File: config.mk
export PLATFORM = sky130hd
export DESIGN_NAME = jtag_tap_responder
export DESIGN_NICKNAME = d
export VERILOG_FILES = /design/src/rtl/jtag_tap_responder.sv
export SDC_FILE = /design/constraint.sdc
export NUM_CORES = 1
export LEC_CHECK = 0
export CAP_MARGIN = 5
export CORE_ASPECT_RATIO = 1.75
export CORE_MARGIN = 3
export CORE_UTILIZATION = 30
export CTS_CLUSTER_DIAMETER = 100
export CTS_CLUSTER_SIZE = 8
export DETAILED_ROUTE_END_ITERATION = 6
export GPL_ROUTABILITY_DRIVEN = 0
export RECOVER_POWER = 100
export SLEW_MARGIN = 40
export SYNTH_ARGS = -nofsm -noshare
export SYNTH_HDL_FRONTEND = slang
export SYNTH_SLANG_ARGS = --single-unit
File: constraint.sdc
create_clock -name clk -period 3.4 [get_ports clk]
set_input_delay 0.68 -clock clk [delete_from_list [all_inputs] [get_ports clk]]
set_output_delay 0.68 -clock clk [all_outputs]
set_load 0.05 [all_outputs]
File: src/rtl/jtag_tap_responder.sv
// jtag_tap_responder
//   Target-side JTAG TAP driven from pins oversampled in the clk domain. No
//   logic is clocked by TCK. It provides the 16-state TAP controller, a 4-bit
//   instruction register, and the IDCODE, BYPASS and USER data registers.
//
// Ports
//   clk, rstn        system clock, asynchronous active-low reset
//   tck, tms, tdi    raw JTAG pins (asynchronous to clk)
//   tdo, tdo_oe      JTAG data out and its output enable (set while shifting)
//   tap_state        current TAP state code
//   user_in          parallel value loaded into USER in Capture-DR
//   user_out         USER value latched in Update-DR
//   user_update      one-clk pulse in the clk that user_out changes
//
// Build option
//   JTAG_TAP_TCK_FILTER_EN: adds a 3-sample stability filter on the synchronised
//   tck. This ignores one-clk glitches and makes the pin-to-output latency 6 clk
//   instead of 3.
//
// USER_LEN must be at least 2.

module jtag_tap_responder #(
    parameter logic [31:0] IDCODE   = 32'h1234_5001,
    parameter int          USER_LEN = 8
) (
    input  logic                clk,
    input  logic                rstn,
    input  logic                tck,
    input  logic                tms,
    input  logic                tdi,
    output logic                tdo,
    output logic                tdo_oe,
    output logic [3:0]          tap_state,
    input  logic [USER_LEN-1:0] user_in,
    output logic [USER_LEN-1:0] user_out,
    output logic                user_update
);

    typedef enum logic [3:0] {
        TLR      = 4'hF, RTI      = 4'hC,
        SEL_DR   = 4'h7, CAP_DR   = 4'h6, SH_DR    = 4'h2, EX1_DR   = 4'h1,
        PAUSE_DR = 4'h3, EX2_DR   = 4'h0, UPD_DR   = 4'h5,
        SEL_IR   = 4'h4, CAP_IR   = 4'hE, SH_IR    = 4'hA, EX1_IR   = 4'h9,
        PAUSE_IR = 4'hB, EX2_IR   = 4'h8, UPD_IR   = 4'hD
    } tap_state_e;

    localparam logic [3:0] OP_IDCODE = 4'h1;
    localparam logic [3:0] OP_USER   = 4'h2;

    logic [1:0]          tck_sync_q, tms_sync_q, tdi_sync_q;
    logic                tck_s, tms_s, tdi_s, tck_lvl_s;
    logic                tck_prev_q, rise_s, fall_s;
    tap_state_e          state_q, state_d;
    logic [3:0]          ir_sr_q, ir_q;
    logic [31:0]         id_sr_q;
    logic [USER_LEN-1:0] user_sr_q, user_out_q;
    logic                byp_q, user_update_q, tdo_q, tdo_oe_q;
    logic                sel_id_s, sel_user_s, dr_lsb_s;

    // Two-flop synchronisers for the three asynchronous pins
    always_ff @(posedge clk or negedge rstn) begin
        if (!rstn) begin
            tck_sync_q <= 2'b00;
            tms_sync_q <= 2'b00;
            tdi_sync_q <= 2'b00;
        end else begin
            tck_sync_q <= {tck_sync_q[0], tck};
            tms_sync_q <= {tms_sync_q[0], tms};
            tdi_sync_q <= {tdi_sync_q[0], tdi};
        end
    end

    assign tck_s = tck_sync_q[1];
    assign tms_s = tms_sync_q[1];
    assign tdi_s = tdi_sync_q[1];

`ifdef JTAG_TAP_TCK_FILTER_EN
    logic [1:0] tck_hist_q;
    logic       tck_filt_q;

    // Accept a new tck level only after three consecutive identical samples
    always_ff @(posedge clk or negedge rstn) begin
        if (!rstn) begin
            tck_hist_q <= 2'b00;
            tck_filt_q <= 1'b0;
        end else begin
            tck_hist_q <= {tck_hist_q[0], tck_s};
            if ((tck_s == tck_hist_q[0]) && (tck_hist_q[0] == tck_hist_q[1])) begin
                tck_filt_q <= tck_s;
            end else begin
                tck_filt_q <= tck_filt_q;
            end
        end
    end

    assign tck_lvl_s = tck_filt_q;
`else
    assign tck_lvl_s = tck_s;
`endif

    // Previous tck level, used for edge detection
    always_ff @(posedge clk or negedge rstn) begin
        if (!rstn) begin
            tck_prev_q <= 1'b0;
        end else begin
            tck_prev_q <= tck_lvl_s;
        end
    end

    assign rise_s = tck_lvl_s & ~tck_prev_q;
    assign fall_s = ~tck_lvl_s & tck_prev_q;

    // TAP state register
    always_ff @(posedge clk or negedge rstn) begin
        if (!rstn) begin
            state_q <= TLR;
        end else begin
            state_q <= state_d;
        end
    end

    // TAP next state. The controller only moves on a detected TCK rise.
    always_comb begin
        state_d = state_q;
        if (rise_s) begin
            case (state_q)
                TLR:      state_d = tms_s ? TLR    : RTI;
                RTI:      state_d = tms_s ? SEL_DR : RTI;
                SEL_DR:   state_d = tms_s ? SEL_IR : CAP_DR;
                CAP_DR:   state_d = tms_s ? EX1_DR : SH_DR;
                SH_DR:    state_d = tms_s ? EX1_DR : SH_DR;
                EX1_DR:   state_d = tms_s ? UPD_DR : PAUSE_DR;
                PAUSE_DR: state_d = tms_s ? EX2_DR : PAUSE_DR;
                EX2_DR:   state_d = tms_s ? UPD_DR : SH_DR;
                UPD_DR:   state_d = tms_s ? SEL_DR : RTI;
                SEL_IR:   state_d = tms_s ? TLR    : CAP_IR;
                CAP_IR:   state_d = tms_s ? EX1_IR : SH_IR;
                SH_IR:    state_d = tms_s ? EX1_IR : SH_IR;
                EX1_IR:   state_d = tms_s ? UPD_IR : PAUSE_IR;
                PAUSE_IR: state_d = tms_s ? EX2_IR : PAUSE_IR;
                EX2_IR:   state_d = tms_s ? UPD_IR : SH_IR;
                UPD_IR:   state_d = tms_s ? SEL_DR : RTI;
                default:  state_d = TLR;
            endcase
        end else begin
            state_d = state_q;
        end
    end

    // Any opcode other than IDCODE or USER selects BYPASS
    assign sel_id_s   = (ir_q == OP_IDCODE);
    assign sel_user_s = (ir_q == OP_USER);

    // LSB of the data register picked by the active instruction
    always_comb begin
        dr_lsb_s = byp_q;
        if (sel_id_s) begin
            dr_lsb_s = id_sr_q[0];
        end else if (sel_user_s) begin
            dr_lsb_s = user_sr_q[0];
        end else begin
            dr_lsb_s = byp_q;
        end
    end

    // Capture and shift of the IR and DR shift registers on a TCK rise
    always_ff @(posedge clk or negedge rstn) begin
        if (!rstn) begin
            ir_sr_q   <= 4'h0;
            id_sr_q   <= 32'h0000_0000;
            user_sr_q <= '0;
            byp_q     <= 1'b0;
        end else if (rise_s) begin
            case (state_q)
                CAP_IR: ir_sr_q <= 4'b0001;
                SH_IR:  ir_sr_q <= {tdi_s, ir_sr_q[3:1]};
                CAP_DR: begin
                    if (sel_id_s) begin
                        id_sr_q <= IDCODE;
                    end else if (sel_user_s) begin
                        user_sr_q <= user_in;
                    end else begin
                        byp_q <= 1'b0;
                    end
                end
                SH_DR: begin
                    if (sel_id_s) begin
                        id_sr_q <= {tdi_s, id_sr_q[31:1]};
                    end else if (sel_user_s) begin
                        user_sr_q <= {tdi_s, user_sr_q[USER_LEN-1:1]};
                    end else begin
                        byp_q <= tdi_s;
                    end
                end
                default: ;
            endcase
        end
    end

    // Active instruction. Test-Logic-Reset forces IDCODE on every clk.
    always_ff @(posedge clk or negedge rstn) begin
        if (!rstn) begin
            ir_q <= OP_IDCODE;
        end else if (state_q == TLR) begin
            ir_q <= OP_IDCODE;
        end else if (rise_s && (state_q == UPD_IR)) begin
            ir_q <= ir_sr_q;
        end else begin
            ir_q <= ir_q;
        end
    end

    // USER parallel output and its one-clk update strobe
    always_ff @(posedge clk or negedge rstn) begin
        if (!rstn) begin
            user_out_q    <= '0;
            user_update_q <= 1'b0;
        end else if (rise_s && (state_q == UPD_DR) && sel_user_s) begin
            user_out_q    <= user_sr_q;
            user_update_q <= 1'b1;
        end else begin
            user_update_q <= 1'b0;
        end
    end

    // TDO launch on a TCK fall. tdo keeps its last value outside the shift states.
    always_ff @(posedge clk or negedge rstn) begin
        if (!rstn) begin
            tdo_q    <= 1'b1;
            tdo_oe_q <= 1'b0;
        end else if (fall_s) begin
            if (state_q == SH_IR) begin
                tdo_q    <= ir_sr_q[0];
                tdo_oe_q <= 1'b1;
            end else if (state_q == SH_DR) begin
                tdo_q    <= dr_lsb_s;
                tdo_oe_q <= 1'b1;
            end else begin
                tdo_oe_q <= 1'b0;
            end
        end
    end

    assign tap_state   = state_q;
    assign tdo         = tdo_q;
    assign tdo_oe      = tdo_oe_q;
    assign user_out    = user_out_q;
    assign user_update = user_update_q;

endmodule

=== Yosys cells after proc, flatten, opt, wreduce, memory -nomap -nowiden ===
Cells that the tools add are included.

* Muxes and demuxes: 36
* Eq/ne operators: 25
* Bitwise gates (word level): 4
* Reductions and logical operators: 16

{| class="wikitable"
|+ Operators by type and width
! operator !! count
|-
| two-way mux 32 bit || 2
|-
| one-hot mux 32 bit (2 select lines) || 1
|-
| one-hot mux 4 bit (12 select lines) || 1
|-
| == test 4 bit, second input constant || 8
|-
| two-way mux 8 bit || 4
|-
| == test 4 x 3 -> 1 bit, second input constant || 4
|-
| inequality test 2 bit, second input constant || 8
|-
| one-hot mux 8 bit (2 select lines) || 1
|-
| == test 4 x 2 -> 1 bit, second input constant || 3
|-
| two-way mux 1 bit || 12
|-
| two-way mux 2 bit || 6
|-
| two-way mux 3 bit || 4
|-
| two-way mux 4 bit || 3
|-
| AND reduction 6 bit || 2
|-
| == test 4 x 1 -> 1 bit, second input constant || 2
|-
| one-hot mux 4 bit (2 select lines) || 1
|-
| nonzero test 2 bit || 4
|-
| logical NOT 4 bit || 1
|-
| AND reduction 2 bit || 2
|-
| AND reduction 4 bit || 1
|-
| OR reduction 2 bit || 2
|-
| logical AND 1 bit || 3
|-
| OR reduction 3 bit || 1
|-
| bitwise AND 1 bit || 2
|-
| 2 further kinds || 3
|}

* Output and inout bits: 15
* Bits in registers: 71
* Input bits: 13
* Word-level logic and storage cells: 95

=== Depth between registers and ports, before layout ===
Gate-level depths: netlist (run 1).

* Word-level depth: 5
* Gate-level depth with buffers: 5
* Depth with buffers taken out: 4

=== Worst setup path before layout (run 1) ===
No wires, ideal clock.

* Path type: reg-to-reg
* Start: register state_q[1] (netlist: tap_state[1])
* End: register user_sr_q[0]
* Data arrival time: 1.887 ns
* Required time: 3.318 ns
* Setup time: 0.082 ns
* Slack: 1.431 ns
* Stages on the path, launching flop included: 6
* Buffers on the path: 2
* Period minus slack after synthesis: 1.969 ns
* Cells stage by stage: dfstp_2 -> buf_2 -> nor4b_1 -> clkbuf_1 -> nand2_1 -> a31oi_1

* Cells in the longest elaborated chain, start to end: 3
* Elaborated cells on any way between the ends: 9
* Those cells by class: 6 x eq/ne; 1 x mux; 2 x reduce/logical

{| class="wikitable"
|+ Ends and longest elaborated chain
! element !! RTL line !! RTL
|-
| from (decl) || 53 || <nowiki>tap_state_e state_q, state_d;</nowiki>
|-
| from (signal assigned) || 118 || <nowiki>state_q <= state_d;</nowiki>
|-
| == test 4 x 3 -> 1 bit / == test 4 x 2 -> 1 bit (equally long branches) || 174 || <nowiki>case (state_q)</nowiki>
|-
| inequality test 2 bit (no source line) / nonzero test 2 bit (equally long branches) || -- ||
|-
| AND reduction 6 bit (no source line) || -- ||
|-
| to (signal assigned) || 181 || <nowiki>user_sr_q <= user_in;</nowiki>
|-
| to (signal assigned) || 190 || <nowiki>user_sr_q <= {tdi_s, user_sr_q[USER_LEN-1:1]};</nowiki>
|-
| to (decl) || 56 || <nowiki>logic [USER_LEN-1:0] user_sr_q, user_out_q;</nowiki>
|}

Several ways; a longest one is shown, not always the timed one.
A chain may end at the register's enable or synchronous reset.

=== Worst setup path after layout (run 1) ===
* Start: register state_q[2] (netlist: tap_state[2])
* End: output port tap_state[2]

{| class="wikitable"
|+ RTL lines
! element !! RTL line !! RTL
|-
| to (decl) || 33 || <nowiki>output logic [3:0] tap_state,</nowiki>
|}

No word-level cell between the ends.

==> impl_metrics.toml, run 1 <==
[timing]
fin_crit_ns = 2.76
rsz0062_at_grt = "no"
worst_slack_ns = 0.643
worst_pin_slew_ns = 1.68
drv_slew = 72
fin_skew_ns = 0.00521
setup_viol = 0
fin_tns_setup_ns = 0
fin_crit_sh_pct = 81.1
max_slew_margin_pct = -12.1
hold_violations = 0
fmax_mhz = 363
whs_ns = 0.345

[final_layout]
fillers = 904
fin_cells = 454
layout-drive-gt1-share_pct = 8.73
multi_input_area_sq_um = 1080
design_area_sq_um = 3700
register_area_sq_um = 1780
fin_util_pct = 38.6
syn2layout_area_growth_pct = 24.2
n_antenna_cell = 0
layout.nets = 340
final_cell_mix = "nand2_1 (98), dfrtp_1 (65), o21ai_0 (24)"
layout_commonest_cell = "nand2_1"

[floorplan]
ios = 28
core_sq_um = 9590
die_area_sq_um = 11200
rows = 47
die_x_um = 81.3
start_util_pct = 31.1
die_height_um = 138

[yosys]
synth-main-ff-cell = "dfrtp_1"
synth_nets = 315
synth-seq-cells = 71
synth_top_area_share_pct = 54.6
synth_sequential_area_ratio_pct = 59.9
syn_inst = 302
synthesis.area_sq_um = 2980
synth_edf_count = 0
synth_compound_area_share_pct = 8.87
yosysUniqueCellTypes = 38
synthArstFlopShare_pct = 100
synth-adder-area-share_pct = 0
yosys.area_share.simple_pct = 23.3
synth_xor_area_share_pct = 0
ys_warn_count = 0
yosys.area.top_type = "dfrtp_1"
syn_area_per_cell_sq_um = 9.86
synth_top_family_by_area = "simple AND/OR/NAND/NOR gates"
synth.area.top_cells = "dfrtp_1 (55%), nand2_1 (12%), dfstp_2 (5.3%), o21ai_0 (4.0%), mux2_4 (4.0%)"
synthMuxAreaShare_pct = 4.75

[global_route]
grt_antenna_before_repair = 0
grt_pass1_vias = 2009
grt_pass1_wl_um = 9460
gr-total-overflow = 0
track_usage_pct = 11.3
grt_max_degree = 72

[routing]
finalWirelength_um = 5650
viasPerCell = 4.70
drt_iter0_markers = 210
ant_nets = 0
wire_per_inst_um = 12.4
vias = 2135
firstDrtPassIters = 4
drc = 0

[clocking]
clk_path_buf_depth = 2
cts_sinks = 71
cts_buffers = 9
hold_buffers = 0
clkLatencyLatePin_ns = 0.33
path_clk_slew_ns = 0.05
cts_tree = "built"
htreeDepth = 3
clockRootBuffer = "clkbuf_16"
postCtsSetupBuffers = 0
post_cts_resize_count = 0

[worst_setup_path]
rr_worst_depth = 5
end_kind = "output port"
arrival_ns = 2.08
worstSetupStartpoint = "tap_state[2]"
path_depth = 1
rr_startpoint = "tap_state[1]"
regToRegEndpoint = "id_sr_q[31]"
critical_path.cell_chain = "dlygate4sd3_1"
slowest_stage = "dlygate4sd3_1"
crit_family = "buffers and inverters"
critPathRequiredTime_ns = 2.72
r2r_slack_ns = 0.85
critPathBufInv = 1
endpoint = "tap_state[2]"
crit_type = "flip-flop to output port"
slowest_delay_ns = 0.95
cp-start-kind = "flip-flop"
cp_max_fo = 16

[power_and_ir_drop]
clock_power_share_pct = 41.1
switching_share_pct = 30.0
intPower_mw = 1.95
p_comb_share_pct = 18.2
p_leak_nw = 1.77
p_seq_share_pct = 40.7
worst_ir_drop_vdd_mv = 0.333
p_per_area_nw_per_um2 = 753
total_power_mw = 2.78
p_switching_mw = 0.835

[status]
violations = "max-capacitance violations, max-slew violations"
status = "complete, but fails checks"

[job]
max_cap_violations = 1

[placement]
io_buffers = 27
post_dp_cell_area_sq_um = 3360
numPlacedInstances = 438
dp_slack_ns = 1.17
dp_hpwl_um = 3670

[hold_path]
hold_path.class = "flip-flop to flip-flop"
min_from = "tdi_sync_q[0]"
how the worst min path moves through the flow:
stage / end / slack, ns / cells after the start
finish: tdi_sync_q[1] / 0.34 / 0
floorplan: tck_sync_q[1] / 0.33 / 0
global route: tdi_sync_q[1] / 0.35 / 0
detailed placement: tdi_sync_q[1] / 0.34 / 0
CTS: tdi_sync_q[1] / 0.35 / 0
global placement: tdi_sync_q[1] / 0.34 / 0
cell families (layout without fill, tap and decap cells):
family | after synthesis | in the layout
flip-flops | 71 | 71
AND/OR/NAND/NOR | 154 | 154
AO/OA/AOI/OAI | 45 | 45
multiplexers | 10 | 10
buffers and inverters | 22 | 52
cell usage after synthesis, types with 2 or more instances:
master	number
nand2_1	98
dfrtp_1	65
o21ai_0	24
nand3_1	23
nor2_1	14
clkbuf_1	13
a31oi_1	9
mux2_4	8
dfstp_2	6
inv_1	5
a21oi_1	4
nand2b_1	3
nor2b_1	3
buf_2	2
nand4bb_1	2
power groups by stage:
stage	Sequential [mW]	Combinational, mW	Clock [mW]
after global placement	1.14	0.522	0
after detailed placement	1.15	0.529	0
after floorplan	1.19	0.300	0
final	1.13	0.506	1.14
after CTS	1.13	0.531	1.17
after global routing	1.16	0.564	1.21
layout make-up:
cell class / instances / share of cell area, %
clock buffer: 9 / 6.09
clock inverter: 7 / 3.93
inverter: 5 / 0.508
multi-input combinational: 209 / 29.3
sequential: 71 / 48.3
tap: 122 / 4.13
timing repair buffer: 31 / 7.82
registers in the layout, summed over array words and instances, names as in the netlist, 2 cells and up:
name and count:
tdi_sync_q 2, user_out 8, ir_q 4, tms_sync_q 2, user_sr_q 8, tck_sync_q 2
tap_state 4, id_sr_q 32, ir_sr_q 4
per-layer routing:
metal  vias to the layer above  wire [um]  track usage [%]
li1                       1069          -                -
met2                        49       2810             18.2
met5                         -          0                0
met1                      1005       2400             12.5
met4                         0        212             8.27
met3                        12        230             2.95
Note: power is estimated with default switching activity, not from simulation.
==> run 2: changes to the inputs <==
==> constraint.sdc (replaced) <==
create_clock -name clk -period 2.4 [get_ports clk]
set_input_delay 0.48 -clock clk [delete_from_list [all_inputs] [get_ports clk]]
set_output_delay 0.48 -clock clk [all_outputs]
set_load 0.05 [all_outputs]
==> impl_metrics.toml, run 2 (synthesis results as in run 1) <==
[timing]
max_slew_margin_pct = -15.2
fin_skew_ns = 0.00783
hold_violations = 0
setup_viol = 0
fmax_mhz = 431
rsz0062_at_grt = "no"
fin_crit_sh_pct = 96.8
drv_slew = 72
worst_pin_slew_ns = 1.73
fin_crit_ns = 2.32
fin_tns_setup_ns = 0

[power_and_ir_drop]
p_per_area_nw_per_um2 = 1010
worst_ir_drop_vdd_mv = 0.554
p_leak_nw = 1.74
total_power_mw = 3.67

[worst_setup_path]
critical_path.cell_chain = "clkdlybuf4s50_1"
path_depth = 1
rr_worst_depth = 3
slowest_delay_ns = 0.85
cp-start-kind = "flip-flop"
crit_family = "buffers and inverters"
crit_type = "flip-flop to output port"
end_kind = "output port"
slowest_stage = "clkdlybuf4s50_1"
critPathBufInv = 1
cp_max_fo = 15
critPathRequiredTime_ns = 1.92
arrival_ns = 1.84

[routing]
drt_iter0_markers = 182
firstDrtPassIters = 4
drc = 0
wire_per_inst_um = 12.6
top_layer = "met4"
met2_length_um = 2910
wl_met1_um = 2480
ant_nets = 0
vias = 2139
finalWirelength_um = 5760
wl_met3_um = 230
viasPerCell = 4.68

[floorplan]
rows = 47
core_sq_um = 9590
die_height_um = 138
ios = 28
die_x_um = 81.3
start_util_pct = 31.1
die_area_sq_um = 11200

[final_layout]
layout.nets = 343
multi_input_area_sq_um = 1070
register_area_sq_um = 1780
layout-drive-gt1-share_pct = 9.55
n_antenna_cell = 0
layout_commonest_cell = "nand2_1"
design_area_sq_um = 3630
regMostFlops = "id_sr_q"
largest_reg_flops = 32
fin_util_pct = 37.9
final_cell_mix = "nand2_1 (98), dfrtp_1 (65), o21ai_0 (24)"
fillers = 964
syn2layout_area_growth_pct = 22.0
fin_cells = 457

[clocking]
path_clk_slew_ns = 0.05
postCtsSetupBuffers = 0
hold_buffers = 0
cts_buffers = 9
cts_tree = "built"
cts_sinks = 71
htreeDepth = 3
clk_path_buf_depth = 2
clkLatencyLatePin_ns = 0.33
clockRootBuffer = "clkbuf_16"

[global_route]
track_usage_pct = 11.4
grt_pass1_wl_um = 9800
grt_pass1_vias = 2110
grt_max_degree = 72
gr-total-overflow = 0
grt_antenna_before_repair = 0

[job]
max_cap_violations = 1

[hold_path]
hold_path.class = "flip-flop to flip-flop"
whs_path_depth = 0

[placement]
numPlacedInstances = 441
io_buffers = 27
dp_hpwl_um = 3800
post_dp_cell_area_sq_um = 3400

[status]
status = "complete, but fails checks"
violations = "max-capacitance violations, max-slew violations"
-- run 2: cell types whose count changed in the layout (fill, tap and decap cells not counted), moves of 2 or more --
| cell | previous run | this run |
|---|---|---|
| buf_4 | 2 | 4 |
| dlygate4sd3_1 | 18 | 15 |
| bufinv_16 | 4 | 1 |
| clkbuf_1 | 1 | 3 |
-- run 2: path summary, 6_finish.rpt --
path                                from       endpoint  slack [ns]
hold reg to reg            tms_sync_q[0]  tms_sync_q[1]        0.35
min in group asynchronous           rstn  tms_sync_q[0]        0.67
setup reg to reg                 ir_q[3]    user_out[2]        0.27
setup / recovery            tap_state[1]   tap_state[1]        0.08
hold / removal             tms_sync_q[0]  tms_sync_q[1]        0.35
max in group asynchronous           rstn    id_sr_q[25]        0.68
-- run 2: what timing repair did --
action	CTS	global route
endpoints found under the hold margin	0	0
gates resized for setup	0	2
setup endpoints to repair	0	2
-- run 2: stage by stage --
| stage | setup slack, ns | hold slack [ns] |
|---|---|---|
| 6_report | 0.0773 | 0.347 |
| 2_1_floorplan | 0.431 | 0.184 |
| 5_1_grt | 0.0298 | 0.357 |
| 3_5_place_dp | 0.210 | 0.336 |
| 3_3_place_gp | 0.249 | 0.336 |
| 4_1_cts | 0.0185 | 0.177 |
-- run 2: power breakdown --
| part | internal, mW | switching [mW] | leakage, nW | total [mW] |
|---|---|---|---|---|
| combinational | 0.246 | 0.506 | 0.691 | 0.752 |
| sequential | 1.39 | 0.183 | 0.899 | 1.58 |
| clock | 0.837 | 0.502 | 0.149 | 1.34 |
-- run 2: metal layers --
layer	up-vias	GRT usage [%]
met5	-	0
met1	1021	12.9
li1	1076	-
met2	31	19.0
met3	11	3.60
met4	0	5.64
-- run 2: area by class of cell --
type | instances | share of cell area (%)
Sequential cell | 71 | 49.1
Timing Repair Buffer | 34 | 8.23
Inverter | 5 | 0.517
Clock buffer | 10 | 6.58
Clock inverter | 6 | 1.89
Tap cell | 122 | 4.20
Multi-Input combinational cell | 209 | 29.5
==> run 3: changes to the inputs <==
==> constraint.sdc (replaced) <==
create_clock -name clk -period 2.4 [get_ports clk]
set_input_delay 0.48 -clock clk [delete_from_list [all_inputs] [get_ports clk]]
set_output_delay 0.48 -clock clk [all_outputs]
set_load 0.02 [all_outputs]
==> impl_metrics.toml, run 3 (synthesis results as in run 1) <==
[status]
status = "complete, no violations"

[timing]
worst_pin_slew_ns = 1.24
hold_violations = 0
setup_viol = 0
max_slew_margin_pct = 17.4
fin_tns_setup_ns = 0
fin_skew_ns = 0.00512
drv_slew = 0
fmax_mhz = 445
rsz0062_at_grt = "no"
fin_crit_sh_pct = 93.6
fin_crit_ns = 2.25

[power_and_ir_drop]
p_comb_share_pct = 17.5
total_power_mw = 3.76
p_per_area_nw_per_um2 = 1020
switching_share_pct = 28.1
clock_power_share_pct = 40.4
p_seq_share_pct = 42.0
worst_ir_drop_vdd_mv = 0.412
p_leak_nw = 1.76
p_switching_mw = 1.06
intPower_mw = 2.70

[clocking]
cts_sinks = 71
clk_path_buf_depth = 2
clkLatencyLatePin_ns = 0.33
htreeDepth = 3
cts_buffers = 9
cts_tree = "built"
path_clk_slew_ns = 0.05
clockRootBuffer = "clkbuf_16"
hold_buffers = 0
post_cts_resize_count = 0
postCtsSetupBuffers = 0

[final_layout]
n_antenna_cell = 0
final_cell_mix = "nand2_1 (98), dfrtp_1 (65), o21ai_0 (24)"
largest_reg_flops = 32
layout_commonest_cell = "nand2_1"
layout-drive-gt1-share_pct = 8.66
syn2layout_area_growth_pct = 23.9
fin_util_pct = 38.5
regMostFlops = "id_sr_q"
layout.nets = 343

[worst_setup_path]
critical_path.cell_chain = "dlygate4sd3_1"
arrival_ns = 1.77
r2r_slack_ns = 0.28
rr_startpoint = "ir_q[3]"
slowest_stage = "dlygate4sd3_1"
crit_family = "buffers and inverters"
end_kind = "output port"
regToRegEndpoint = "user_out[1]"
cp_max_fo = 18
critPathRequiredTime_ns = 1.92
crit_type = "flip-flop to output port"
cp-start-kind = "flip-flop"
slowest_delay_ns = 0.72
rr_worst_depth = 3
critPathBufInv = 1

[routing]
drc = 0
finalWirelength_um = 5830
ant_nets = 0
drt_iter0_markers = 181
wire_per_inst_um = 12.7
vias = 2187
viasPerCell = 4.79
firstDrtPassIters = 5

[global_route]
grt_pass1_wl_um = 10100
grt_antenna_before_repair = 0
grt_pass1_vias = 2119
track_usage_pct = 12.0
grt_max_degree = 50
gr-total-overflow = 0

[floorplan]
die_height_um = 138
start_util_pct = 31.1
ios = 28
core_sq_um = 9590
rows = 47
die_area_sq_um = 11200
die_x_um = 81.3

[job]
max_cap_violations = 0

[hold_path]
hold_path.class = "flip-flop to flip-flop"
whs_path_depth = 0
min_from = "tck_sync_q[0]"
hold_path_end = "tck_sync_q[1]"

[placement]
dp_hpwl_um = 3860
io_buffers = 27
[run 3: layer usage]
layer	vias to the layer above	wire length (um)	share of wire, %	GRT usage (%)
li1	1080	-	-	-
met3	10	189	3.2	3.14
met4	0	180	3.1	7.42
met1	1060	2430	42	14.0
met5	-	0	0	0
met2	37	3020	52	19.1
[run 3: worst max path at each step]
stage	start	to	cells past startpoint
after floorplan	ir_q[0]	user_out[0]	4
after detailed placement	ir_q[3]	user_out[0]	3
after CTS	tap_state[3]	tap_state[3]	1
after global routing	tap_state[1]	user_sr_q[7]	4
after global placement	ir_q[3]	user_out[7]	3
final	tap_state[3]	tap_state[3]	1
[run 3: power by group through the flow]
stage	registers [mW]	logic, mW	clock network (mW)
after floorplan	1.58	0.425	0
after CTS	1.58	0.702	1.55
after detailed placement	1.60	0.700	0
after global routing	1.61	0.758	1.61
after global placement	1.59	0.689	0
final	1.58	0.658	1.52
[run 3: final cells by class]
type | count | area [sq um]
fill | 938 | 5900
sequential | 71 | 1780
multi-input combinational | 209 | 1070
timing repair buffer | 34 | 323
clock buffer | 13 | 250
tap | 122 | 153
clock inverter | 3 | 90.1
inverter | 5 | 18.8
[run 3: metrics by stage]
stage / instance area [sq um] / instances / hold WS [ns] / setup WS [ns]
3_5_place_dp: 3400 / 441 / 0.338 / 0.214
2_1_floorplan: 2980 / 302 / 0.184 / 0.448
5_1_grt: 3690 / 457 / 0.353 / 0.0944
4_1_cts: 3740 / 457 / 0.146 / 0.188
6_report: 3690 / 457 / 0.345 / 0.155
3_3_place_gp: 3400 / 441 / 0.334 / 0.250
